File: config.mk
export PLATFORM = sky130hd
export DESIGN_NAME = busca_instrucao
export DESIGN_NICKNAME = d
export VERILOG_FILES = /design/src/rtl/busca_instrucao.sv
export SDC_FILE = /design/constraint.sdc
export NUM_CORES = 1
export LEC_CHECK = 0
export CAP_MARGIN = 20
export CELL_PAD_IN_SITES_DETAIL_PLACEMENT = 1
export CELL_PAD_IN_SITES_GLOBAL_PLACEMENT = 1
export CORE_ASPECT_RATIO = 0.7
export CORE_MARGIN = 1.5
export CORE_UTILIZATION = 36
export CTS_CLUSTER_DIAMETER = 100
export CTS_CLUSTER_SIZE = 30
export DETAILED_ROUTE_END_ITERATION = 16
export GPL_ROUTABILITY_DRIVEN = 0
export PLACE_DENSITY = 0.93
export SYNTH_ARGS = -nofsm -noshare
export SYNTH_HDL_FRONTEND = slang
export SYNTH_SLANG_ARGS = --single-unit
File: constraint.sdc
create_clock -name clk -period 3.45 [get_ports clk]
set_clock_uncertainty 0.2 [all_clocks]
set_input_delay 0.69 -clock clk [delete_from_list [all_inputs] [get_ports clk]]
set_output_delay 0.69 -clock clk [all_outputs]
set_load 0.01 [all_outputs]
File: src/rtl/busca_instrucao.sv
// busca_instrucao: fetches 8-bit words from instruction memory at pc and issues {opcode, immediate} downstream with a valid/ready handshake
//   in : clk, reset (sync, active-high), executar (run enable), mem_rdata/mem_ack (memory read response), instr_ready (downstream accept)
//   out: mem_addr/mem_rd (memory read request), instrucao/imediato/instr_valid (issued instruction), pc, instr_count (accepted, saturating)
module busca_instrucao (
   input  logic       clk,
   input  logic       reset,
   input  logic       executar,
   output logic [3:0] mem_addr,
   output logic       mem_rd,
   input  logic [7:0] mem_rdata,
   input  logic       mem_ack,
   output logic [3:0] instrucao,
   output logic [3:0] imediato,
   output logic       instr_valid,
   input  logic       instr_ready,
   output logic [3:0] pc,
   output logic [7:0] instr_count
);
   typedef enum logic [1:0] {OCIOSO, BUSCA, EMITE} state_t;
   state_t     r_state, w_next;
   logic [3:0] r_pc;
   logic [7:0] r_ir, r_count;
   logic       w_acc;
   always_ff @(posedge clk) begin
      if (reset) begin
         r_state <= OCIOSO;
         r_pc    <= '0;
         r_ir    <= '0;
         r_count <= '0;
      end else begin
         r_state <= w_next;
         if (r_state == BUSCA && mem_ack) r_ir <= mem_rdata;
         if (w_acc) begin
            r_pc    <= (r_ir[7:4] == 4'b0111) ? r_ir[3:0] : r_pc + 4'd1;
            r_count <= (r_count == 8'hFF) ? r_count : r_count + 8'd1;
         end
      end
   end
   // the IR only changes when leaving BUSCA, so it doubles as the held issue register
   always_comb begin
      w_acc       = r_state == EMITE && instr_ready;
      w_next      = r_state == OCIOSO ? (executar ? BUSCA : OCIOSO) :
                    r_state == BUSCA  ? (mem_ack ? EMITE : BUSCA) :
                    w_acc             ? (executar ? BUSCA : OCIOSO) : EMITE;
      mem_rd      = r_state == BUSCA;
      instr_valid = r_state == EMITE;
      mem_addr    = r_pc;
      pc          = r_pc;
      instrucao   = r_ir[7:4];
      imediato    = r_ir[3:0];
      instr_count = r_count;
   end
endmodule

After elaboration in Yosys (flattened, before gate mapping)
Cells that the tools add are included.
{"block": "classes", "muxes": 6, "n_addsub": 2, "bitwise_logic": 1, "n_eq_ne": 4, "n_reduce_logical": 4}
{"cell": "$add 8x1->8 const B", "n": 1}
{"cell": "$eq 8x8->1 const B", "n": 1}
{"cell": "$mux 2", "n": 4}
{"cell": "$add 4x1->4 const B", "n": 1}
{"cell": "$eq 4x3->1 const B", "n": 1}
{"cell": "$mux 4", "n": 1}
{"cell": "$eq 2x1->1 const B", "n": 1}
{"cell": "$eq 2x2->1 const B", "n": 1}
{"cell": "$logic_and 1x1->1", "n": 2}
{"cell": "$logic_not 2->1", "n": 1}
{"cell": "$reduce_and 2->1", "n": 1}
{"cell": "$mux 1", "n": 1}
{"cell": "$not 1->1", "n": 1}
{"block": "word_totals", "input_bits": 13, "output_inout_bits": 26, "wordCells": 21, "ff_bits": 22}

Longest topological paths before layout
{"block": "logic_depth", "ltp_word": 5, "ltp_mapped": 5, "depth_no_buf": 4}

Worst setup path after synthesis
Ideal clock, no wire load.
{"block": "synth_path", "kind": "reg-to-reg", "start": "register r_count[0], in the netlist instr_count[0]", "end": "register r_count[4], in the netlist instr_count[4]", "setup_slack_ns": 1.790, "required_ns": 3.115, "synth_period_minus_slack_ns": 1.660, "path_stages_with_launch": 5, "path_buffers": 0, "arrival_ns": 1.325, "setup_ns": 0.135, "path_cell_list": "dfxtp_1 ha_1 nand4b_4 o311ai_0 o41ai_1"}
{"block": "synth_via", "elab_chain_len": 3, "elab_cells_between_ends": 4, "classes_between": "add/sub (1); eq/ne (1); bitwise (1); reduce/logical (1)"}
{"element": "start, declared", "line_no": "22", "rtl": "logic [7:0] r_ir, r_count;"}
{"element": "start signal, assigned", "line_no": "35", "rtl": "r_count <= (r_count == 8'hFF) ? r_count : r_count + 8'd1;"}
{"element": "branches (longest 3 deep; another with $add 8x1->8)"}
Several ways; the timed one is not identified.
A chain may end at the register's enable or synchronous reset.

Worst setup path after layout
{"block": "layout_path", "start": "register r_state[1]", "end": "output port instr_valid"}
{"block": "layout_via", "elab_chain_len": 1}
{"element": "start, declared", "line_no": "20", "rtl": "state_t r_state, w_next;"}
{"element": "start signal, assigned", "line_no": "31", "rtl": "r_state <= w_next;"}
{"element": "$eq 2x2->1", "line_no": "46", "rtl": "instr_valid = r_state == EMITE;"}
{"element": "end, declared", "line_no": "14", "rtl": "output logic instr_valid,"}
No other way between the ends.

==> flow_metrics.env <==
export IMPL_synth_top_family_by_area="simple AND/OR/NAND/NOR gates"
export IMPL_numPortBuffers=38
export IMPL_drc=0
export IMPL_grt_met1_usage=0.222
export IMPL_cp_start_kind="register"
export IMPL_hold_path_cell_count=2
export IMPL_worstPathBufferInverterCount=1
export IMPL_diodes=0
export IMPL_synth_compound_area_share=0.165
export IMPL_powerDensity_nw_per_um2=338
export IMPL_synth_most_common_cell="dfxtp_1"
export IMPL_end_kind="output port"
export IMPL_die_h_um=50.4
export IMPL_final_area_um2=1580
export IMPL_max_vdd_ir_drop_uv=173
export IMPL_r2r_end="instr_count[4]"
export IMPL_antenna_left=0
export IMPL_drv_slew=0
export IMPL_cts_resized=0
export IMPL_cp_arrival_ns=1.57
export IMPL_synth_edf_count=0
export IMPL_row_count=16
export IMPL_worstHoldStart="mem_addr[3]"
export IMPL_placed_cell_area_um2=1520
export IMPL_top_usage_layer="met2"
export IMPL_fmaxAchievable_mhz=407
export IMPL_place_hpwl_mm=2.59
export IMPL_grt_pass1_wl_mm=5.46
export IMPL_grtUsageMet3=0.0542
export IMPL_core_um2=2920
export IMPL_synthSimpleGateAreaFrac=0.237
export IMPL_worst_r2r_cell_count=4
export IMPL_yosys_warnings=0
export IMPL_hold_viol=0
export IMPL_cp_data_required_time_ns=2.56
export IMPL_path_clk_slew_ns=0.08
export IMPL_instances_no_fill=188
export IMPL_path_cells="nor2b_1 -> clkdlybuf4s50_1"
export IMPL_p_leak_nw=0.676
export IMPL_rsz0062_at_grt="no"
export IMPL_synth_area_leaders="dfxtp_1 (38%), mux2i_1 (10%), a211oi_1 (3.9%), nor2_1 (3.6%), buf_4 (2.6%)"
export IMPL_drt_pass1_iter_count=4
export IMPL_finalSetupViolCount=0
export IMPL_drive_gt1_frac=0.0724
export IMPL_holdBufCountCts=0
export IMPL_finalSetupTns_ns=0
export IMPL_synth_ff_type="dfxtp_1"
export IMPL_avgSynthCellArea_um2=9.63
export IMPL_wirelength_mm=3.46
export IMPL_synthAdderAreaFrac=0.0216
export IMPL_cts_tree="built"
export IMPL_antenna_found_initial=0
export IMPL_use_met2=0.369
export IMPL_tightest_slew_ns=0.536
export IMPL_cts_made_buffers=3
export IMPL_synth_distinct_cells=38
export IMPL_critical_path_peak_fanout=9
export IMPL_critical_path_top_delay_family="flip-flops"
export IMPL_yosys_mux_area_fraction=0.117
export IMPL_clock_latency_ns=0.27
export IMPL_slew_headroom=0.641
export IMPL_initial_core_util=0.396
export IMPL_die_w_um=70.7
export IMPL_grt_pass1_vias=1145
export IMPL_grt_usage=0.199
export IMPL_synth_xor_area_frac=0
export IMPL_clock_sinks=22
export IMPL_rr_startpoint="instr_count[0]"
export IMPL_grt_max_degree=14
export IMPL_synth_common_cells="dfxtp_1 (22), mux2i_1 (12), nor2_1 (11)"
export IMPL_clockBufferDepth=2
export IMPL_synth_ff_latch_count=22
export IMPL_gr_total_overflow=0
export IMPL_synth_top_area_share=0.381
export IMPL_area_growth_pct=36.3
export IMPL_final_util=0.539
export IMPL_dp_cells=184
export IMPL_synth_largest_area_cell="dfxtp_1"
export IMPL_hold_path_end="mem_addr[3]"
export IMPL_h_tree_depth=1
export IMPL_routedWlPerCell_um=18.4
export IMPL_rrSetupSlack_ns=1.46
export IMPL_fin_nets=168
export IMPL_cp_slowest_stage_delay_ns=0.58
export IMPL_syn_area_um2=1160
export IMPL_fillers=342
export IMPL_ys_seq_area_frac=0.381
export IMPL_min_path_type="register to register"
export IMPL_ios=39
export IMPL_syn_inst=120
export IMPL_dieArea_um2=3570
export IMPL_path_class="register to output port"
export IMPL_finalCriticalPeriod_ns=2.46
export IMPL_post_route_period_util=0.712
export IMPL_via_per_inst=5.74
export IMPL_status="completed"
export IMPL_cpMaxStageDelayCell="dfxtp_1"
export IMPL_via_count=1079
export IMPL_syn_nets=135
export IMPL_root_buffer="clkbuf_8"
export IMPL_async_flop_share=0
export IMPL_post_cts_buffers=0
export IMPL_drtIter0Drc=27
export IMPL_maxCapViolCount=0
## worst min-delay path, delay by kind of cell (launching register included)
kind            cells  cell delay [ns]
compound gates      1             0.08
buf+inv             1             0.06
flops               1             0.33
## sequential cells by signal, indices dropped and copies added, names as in the netlist
name and count:
instr_count 8, r_ir 8, mem_addr 4, r_state 2
## through the flow
stage / power [mW] / hold slack [ns] / worst slack, ns
after floorplan: 0.312 / 0.317 / 1.79
after global placement: 0.345 / 0.300 / 1.12
after detailed placement: 0.350 / 0.304 / 1.01
after CTS: 0.536 / 0.314 / 0.995
after global routing: 0.553 / 0.333 / 0.933
final: 0.532 / 0.310 / 0.993
## final cells by class
cell class	count	area, um2	area share
Multi-Input combinational cell	81	624	0.396
Tap cell	36	45.0	0.0286
Inverter	6	22.5	0.0143
Sequential cell	22	440	0.280
Clock buffer	4	55.1	0.0349
Timing Repair Buffer	39	388	0.246
## cell families after synthesis
| logic type | Yosys count |
|---|---|
| compound gates | 25 |
| simple gates | 41 |
| buf+inv | 17 |
| mux | 13 |
| flops | 22 |
| fa+ha+maj | 2 |
## power breakdown
group	switching, mW	total [mW]	internal [mW]
sequential	0.0115	0.273	0.261
combinational	0.0298	0.0719	0.0422
clock	0.0853	0.187	0.102
total	0.127	0.532	0.405
## per-layer routing
metal / share of wire / routed length (um)
met5: 0 / 0
met4: 0.0081 / 28
met3: 0.047 / 163
met2: 0.53 / 1820
met1: 0.42 / 1450
## how the worst max path moves through the flow
stage	from	endpoint	slack, ns	depth (start not counted)
floorplan	instr_count[0]	instr_count[4]	1.79	4
global placement	instr_ready	instr_count[0]	1.12	4
detailed placement	instr_ready	instr_count[5]	1.01	4
CTS	r_state[1]	instr_valid	1.0	2
global route	r_state[1]	instr_valid	0.93	2
finish	r_state[1]	instr_valid	0.99	2
## cells in the final DEF, fill, tap and decap left out, types with 3 or more instances in the layout
| cell | synthesis | final |
|---|---|---|
| nor2_1 | 11 | 11 |
| nand3b_1 | 3 | 3 |
| a21oi_1 | 5 | 5 |
| mux2i_1 | 12 | 12 |
| inv_1 | 6 | 6 |
| nor2b_1 | 4 | 4 |
| a31oi_1 | 3 | 3 |
| nand2_1 | 5 | 5 |
| clkbuf_8 | 0 | 4 |
| clkdlybuf4s50_1 | 0 | 38 |
| a211oi_1 | 6 | 6 |
| dfxtp_1 | 22 | 22 |
Note: power is estimated with default switching activity, not from simulation.
